File: config.mk
export PLATFORM = sky130hd
export DESIGN_NAME = iob_ahb_master
export DESIGN_NICKNAME = d
export VERILOG_FILES = /design/src/rtl/iob_ahb_master.sv
export SDC_FILE = /design/constraint.sdc
export NUM_CORES = 1
export LEC_CHECK = 0
export ABC_AREA = 1
export CORE_MARGIN = 4
export CORE_UTILIZATION = 47
export CTS_BUF_LIST = sky130_fd_sc_hd__clkbuf_4 sky130_fd_sc_hd__clkbuf_8
export DETAILED_ROUTE_END_ITERATION = 6
export PLACE_DENSITY = 0.92
export SLEW_MARGIN = 20
export SYNTH_ARGS = -nofsm -noshare
export SYNTH_HDL_FRONTEND = slang
export SYNTH_SLANG_ARGS = --single-unit
File: constraint.sdc
create_clock -name HCLK -period 1.6 [get_ports HCLK]
set_input_delay 0.16 -clock HCLK [delete_from_list [all_inputs] [get_ports HCLK]]
set_output_delay 0.16 -clock HCLK [all_outputs]
set_load 0.05 [all_outputs]
File: src/rtl/iob_ahb_master.sv
// rtl/iob_ahb_master.sv - IOb native request to AHB-Lite single-transfer manager bridge
// Optional HRESP/iob_err error path is enabled by defining IOB_AHB_MASTER_HRESP_EN.
module iob_ahb_master #(
    parameter int ADDR_W = 14,
    parameter int DATA_W = 32
) (
    input  logic              HCLK,
    input  logic              HRESETn,
    input  logic              iob_valid,
    input  logic [ADDR_W-1:0] iob_addr,
    input  logic [DATA_W-1:0] iob_wdata,
    input  logic [3:0]        iob_wstrb,
    output logic              iob_ready,
    output logic              iob_rvalid,
    output logic [DATA_W-1:0] iob_rdata,
    output logic [ADDR_W-1:0] HADDR,
    output logic [1:0]        HTRANS,
    output logic              HWRITE,
    output logic [2:0]        HSIZE,
    output logic [2:0]        HBURST,
    output logic [3:0]        HPROT,
    output logic [DATA_W-1:0] HWDATA,
    input  logic [DATA_W-1:0] HRDATA,
    input  logic              HREADY
`ifdef IOB_AHB_MASTER_HRESP_EN
    ,
    input  logic              HRESP,
    output logic              iob_err
`endif
);

    localparam logic [1:0] S_IDLE = 2'd0;
    localparam logic [1:0] S_ADDR = 2'd1;
    localparam logic [1:0] S_DATA = 2'd2;

    localparam logic [1:0] TRANS_IDLE   = 2'b00;
    localparam logic [1:0] TRANS_NONSEQ = 2'b10;

    logic [1:0]        state;
    logic [ADDR_W-3:0] word_addr;
    logic [DATA_W-1:0] wdata_q;
    logic [3:0]        lanes_left;

    logic [2:0] first_size;
    logic [1:0] first_off;
    logic [3:0] first_rest;
    logic [1:0] next_off;
    logic [3:0] next_rest;
    logic       bus_err;
    logic       unused_addr_lsbs;

    assign unused_addr_lsbs = ^iob_addr[1:0];

    function automatic logic [1:0] low_lane(input logic [3:0] mask);
        if (mask[0])      return 2'd0;
        else if (mask[1]) return 2'd1;
        else if (mask[2]) return 2'd2;
        else              return 2'd3;
    endfunction

    // Contiguous word/halfword patterns go out in one transfer; anything else
    // becomes a chain of byte writes, lowest lane first.
    always_comb begin
        first_size = 3'b010;
        first_off  = 2'd0;
        first_rest = 4'd0;
        case (iob_wstrb)
            4'b0000, 4'b1111: begin
                first_size = 3'b010;
                first_off  = 2'd0;
            end
            4'b0011: begin
                first_size = 3'b001;
                first_off  = 2'd0;
            end
            4'b1100: begin
                first_size = 3'b001;
                first_off  = 2'd2;
            end
            default: begin
                first_size = 3'b000;
                first_off  = low_lane(iob_wstrb);
                first_rest = iob_wstrb & (iob_wstrb - 4'd1);
            end
        endcase
    end

    assign next_off  = low_lane(lanes_left);
    assign next_rest = lanes_left & (lanes_left - 4'd1);

`ifdef IOB_AHB_MASTER_HRESP_EN
    assign bus_err = HRESP;
`else
    assign bus_err = 1'b0;
`endif

    assign iob_ready = (state == S_IDLE);
    assign HTRANS    = (state == S_ADDR) ? TRANS_NONSEQ : TRANS_IDLE;
    assign HBURST    = 3'b000;
    assign HPROT     = 4'b0011;

    always_ff @(posedge HCLK or negedge HRESETn) begin
        if (!HRESETn) begin
            state      <= S_IDLE;
            word_addr  <= '0;
            wdata_q    <= '0;
            lanes_left <= 4'd0;
            HADDR      <= '0;
            HWRITE     <= 1'b0;
            HSIZE      <= 3'b000;
            HWDATA     <= '0;
            iob_rvalid <= 1'b0;
            iob_rdata  <= '0;
`ifdef IOB_AHB_MASTER_HRESP_EN
            iob_err    <= 1'b0;
`endif
        end else begin
            iob_rvalid <= 1'b0;
`ifdef IOB_AHB_MASTER_HRESP_EN
            iob_err    <= 1'b0;
`endif
            case (state)
                S_IDLE: begin
                    if (iob_valid) begin
                        word_addr  <= iob_addr[ADDR_W-1:2];
                        wdata_q    <= iob_wdata;
                        lanes_left <= first_rest;
                        HADDR      <= {iob_addr[ADDR_W-1:2], first_off};
                        HSIZE      <= first_size;
                        HWRITE     <= |iob_wstrb;
                        state      <= S_ADDR;
                    end
                end
                S_ADDR: begin
                    if (HREADY) begin
                        HWDATA <= wdata_q;
                        state  <= S_DATA;
                    end
                end
                S_DATA: begin
                    if (HREADY) begin
                        if (!HWRITE) begin
                            iob_rvalid <= 1'b1;
                            iob_rdata  <= bus_err ? '0 : HRDATA;
                        end
`ifdef IOB_AHB_MASTER_HRESP_EN
                        iob_err <= HRESP;
`endif
                        // An error response abandons any byte lanes still queued.
                        if ((lanes_left != 4'd0) && !bus_err) begin
                            HADDR      <= {word_addr, next_off};
                            HSIZE      <= 3'b000;
                            lanes_left <= next_rest;
                            state      <= S_ADDR;
                        end else begin
                            lanes_left <= 4'd0;
                            state      <= S_IDLE;
                        end
                    end
                end
                default: state <= S_IDLE;
            endcase
        end
    end

endmodule

==> Implementation_results.wiki <==
{| class="wikitable"
! Metric !! Value
|-
| Result of the run || complete, no violations
|-
| Clock-pin slew reported for the worst setup and hold paths after clock tree synthesis || 0.08 ns
|-
| CTS max path bufs || 2
|-
| PnR worst setup slack || ~0.12 ns
|-
| Routed length per placed instance || ~14 um
|-
| Post-synthesis cell count || 610
|-
| Initial core utilization || around 48%
|-
| Initial antenna violation count || 0
|-
| Worst vdd ir || 1380 uV
|-
| Kind of end point of the critical path || primary output
|-
| Initial DRT Pass Iterations || 5
|-
| Core area || around 0.011 sq mm
|-
| Top-Level Pins || approximately 180
|-
| Post-Synthesis Cell Area || roughly 0.0053 sq mm
|-
| TritonCTS buffer count || 17
|-
| Flip-flop and latch count after synthesis || 131
|-
| Highest clock rate || ~680 MHz
|-
| Max Cap Viol || 0
|-
| Worst hold-check slack || ~0.24 ns
|-
| Final Hold Fails || 0
|-
| Worst skew pair latency || between 0.4 and 0.5 ns
|-
| Leading post-synthesis cells by cell area || sky130_fd_sc_hd__dfrtp_1 (62%), sky130_fd_sc_hd__nand2_1 (21%), sky130_fd_sc_hd__o21ai_0 (6.4%), sky130_fd_sc_hd__inv_1 (2.9%), sky130_fd_sc_hd__buf_4 (1.8%)
|-
| Most area-hungry cell type in the Yosys netlist || sky130_fd_sc_hd__dfrtp_1
|-
| Critical-path maximum fanout || 7
|-
| TritonCTS clock tree || yes
|-
| Final count of negative-setup-slack endpoints || 0
|-
| Number of different library cells in the post-synthesis netlist || 22
|-
| Via count normalized by instance count || roughly 4.8
|-
| Placed wire-length estimate || 9610 um
|-
| Global-route wire length before repair || about 21,000 um
|-
| Total wirelength of the detailed-routed design || about 13,000 um
|-
| Critical setup path kind || reg -> out
|-
| Congestion Overflow GR || 0
|-
| Total number of clock tree sinks || about 130
|-
| Detailed-route DRC error count || 0
|-
| Most used DFF post-synth || sky130_fd_sc_hd__dfrtp_1
|-
| Overall die area || around 0.013 sq mm
|-
| Sequential element share of the synthesized area || 62.0%
|-
| Power density normalized to cell area || roughly 2200 mW/mm^2
|-
| Period Utilization, post-route || between 90% and 100%
|-
| Vias || between 4k and 5k
|-
| Leak pwr || ~3.9 nW
|-
| Number of warnings printed during yosys synthesis || 0
|-
| Average instance area after synthesis || around 8.7 sq um
|-
| Class of the tightest hold or removal check || in -> async
|-
| Count of flip-flops with a built-in enable after synthesis || 0
|-
| Period minus WS final || ~1.5 ns
|-
| Remaining antenna violation count || 0
|-
| Critical Path Source Type || flip-flop
|-
| Iteration-0 DRC Markers || between 300 and 400
|-
| Via count of the first global-routing pass || between 4k and 5k
|-
| Area fraction of the dominant cell type after synthesis || between 60% and 70%
|-
| Relative area change from synthesis to final layout || 40.2%
|-
| CTS Root Cell || sky130_fd_sc_hd__clkbuf_8
|-
| IO buf count || ~170
|-
| Post-Place Setup Slack || -0.00743 ns
|-
| Data required time at the worst endpoint || 1.44 ns
|-
| Arr. time, crit path || ~1.3 ns
|-
| Final number of max-transition violations || 0
|-
| RSZ-0062 raised after global routing || no
|-
| Worst Skew || roughly 0.018 ns
|-
| GP Congestion || just under 0.8
|-
| Share of flip-flops with an asynchronous set or reset after synthesis || 100%
|-
| Commonest cells in the synthesized netlist || sky130_fd_sc_hd__nand2_1 (294), sky130_fd_sc_hd__dfrtp_1 (131), sky130_fd_sc_hd__o21ai_0 (68), sky130_fd_sc_hd__inv_1 (41), sky130_fd_sc_hd__nand3_1 (17)
|-
| Post-layout net count || ~900
|-
| Die span in y || approximately 110 um
|-
| Total GRT Usage || between 20% and 30%
|-
| Antenna diode count || 0
|-
| Maximum number of pins on one net before global-route repair || 52
|-
| Row count || 38
|-
| # H-tree levels || 4
|-
| Most frequent cell after synthesis || sky130_fd_sc_hd__nand2_1
|-
| Proportion of layout cells with a drive suffix above 1 || a little under a fifth
|-
| X dimension of the die || about 110 um
|}
[metrics by stage]
step	setup TNS [ns]	util, %	area, sq um	power, mW	instances
CTS	0	67.5	7380	16.5	937
detailed placement	-0.00743	63.9	6990	13.8	905
global route	0	67.8	7420	17.5	942
finish	0	67.8	7420	16.5	942
global placement	0	63.9	6990	13.5	905
floorplan	0	-	5320	11.0	617
[repair_timing]
action,4_1_cts,5_1_grt
hold buffers,1,0
gates resized for setup,1,1
endpoints found under the hold margin,62,0
endpoints found under the setup margin,1,1
buffers inserted,0,5
[area by class of cell]
cell class | count | area (sq um)
Fill cell | 861 | 3520
Sequential cell | 131 | 3280
Clock buffer | 18 | 248
Tap cell | 140 | 175
Multi-Input combinational cell | 403 | 1660
Clock inverter | 13 | 128
Timing Repair Buffer | 192 | 1760
Inverter | 45 | 169
[sequential cells by signal, indices dropped and copies added, names as in the netlist]
register    count
HWRITE          1
HSIZE           2
iob_rdata      32
HWDATA         32
wdata_q        32
state           2
word_addr      12
lanes_left      3
iob_rvalid      1
HADDR          14
[path summary, 6_finish.rpt]
kind	start	endpoint	slack, ns	cells after the start
hold reg to reg	HWDATA[8]	HWDATA[8]	0.48	2
setup reg to reg	state[1]	wdata_q[29]	0.16	6
max in group asynchronous	HRESETn	wdata_q[4]	0.81	3
setup / recovery	state[1]	HTRANS[1]	0.12	3
hold / removal	HRESETn	HWDATA[22]	0.24	2
min in group HCLK	HRDATA[10]	iob_rdata[10]	0.26	3
[critical path, cell delays in order, from the launching register on]
cell and delay [ns]:
sky130_fd_sc_hd__dfrtp_2 0.46, sky130_fd_sc_hd__nor2_2 0.15, sky130_fd_sc_hd__buf_6 0.15, sky130_fd_sc_hd__buf_12 0.14
[report_power, final]
part | switching [mW] | internal [mW] | total [mW] | leakage (nW)
clock network | 1.38 | 1.29 | 2.66 | 0.176
logic | 5.70 | 2.55 | 8.24 | 2.08
registers | 0.757 | 4.80 | 5.56 | 1.65
[cells by family after synthesis]
logic type             share of synthesized area, %
flip-flops                                     62.0
other                                         0.142
AND/OR/NAND/NOR                                23.9
AO/OA/AOI/OAI                                  6.84
buffers and inverters                          7.19
[placed cells by master (no fill, tap or decap), types with 2 or more instances in the layout]
master and n:
sky130_fd_sc_hd__clkinv_4 2, sky130_fd_sc_hd__inv_6 3, sky130_fd_sc_hd__clkdlybuf4s50_1 82, sky130_fd_sc_hd__buf_12 8, sky130_fd_sc_hd__dfrtp_1 130, sky130_fd_sc_hd__nand3_1 17, sky130_fd_sc_hd__clkinvlp_4 5, sky130_fd_sc_hd__inv_2 4
sky130_fd_sc_hd__o21ai_0 68, sky130_fd_sc_hd__nand2_1 294, sky130_fd_sc_hd__conb_1 9, sky130_fd_sc_hd__nor2_1 4, sky130_fd_sc_hd__clkbuf_8 18, sky130_fd_sc_hd__buf_4 99, sky130_fd_sc_hd__inv_1 41, sky130_fd_sc_hd__buf_6 2
[metal layers]
metal	GRT usage, %	up-vias	wire length [um]
li1	-	2220	-
met1	26.6	2112	5460
met2	34.6	160	6680
met3	5.02	23	854
met4	7.76	0	313
met5	0	-	0
(Power assumes the default switching activity.)
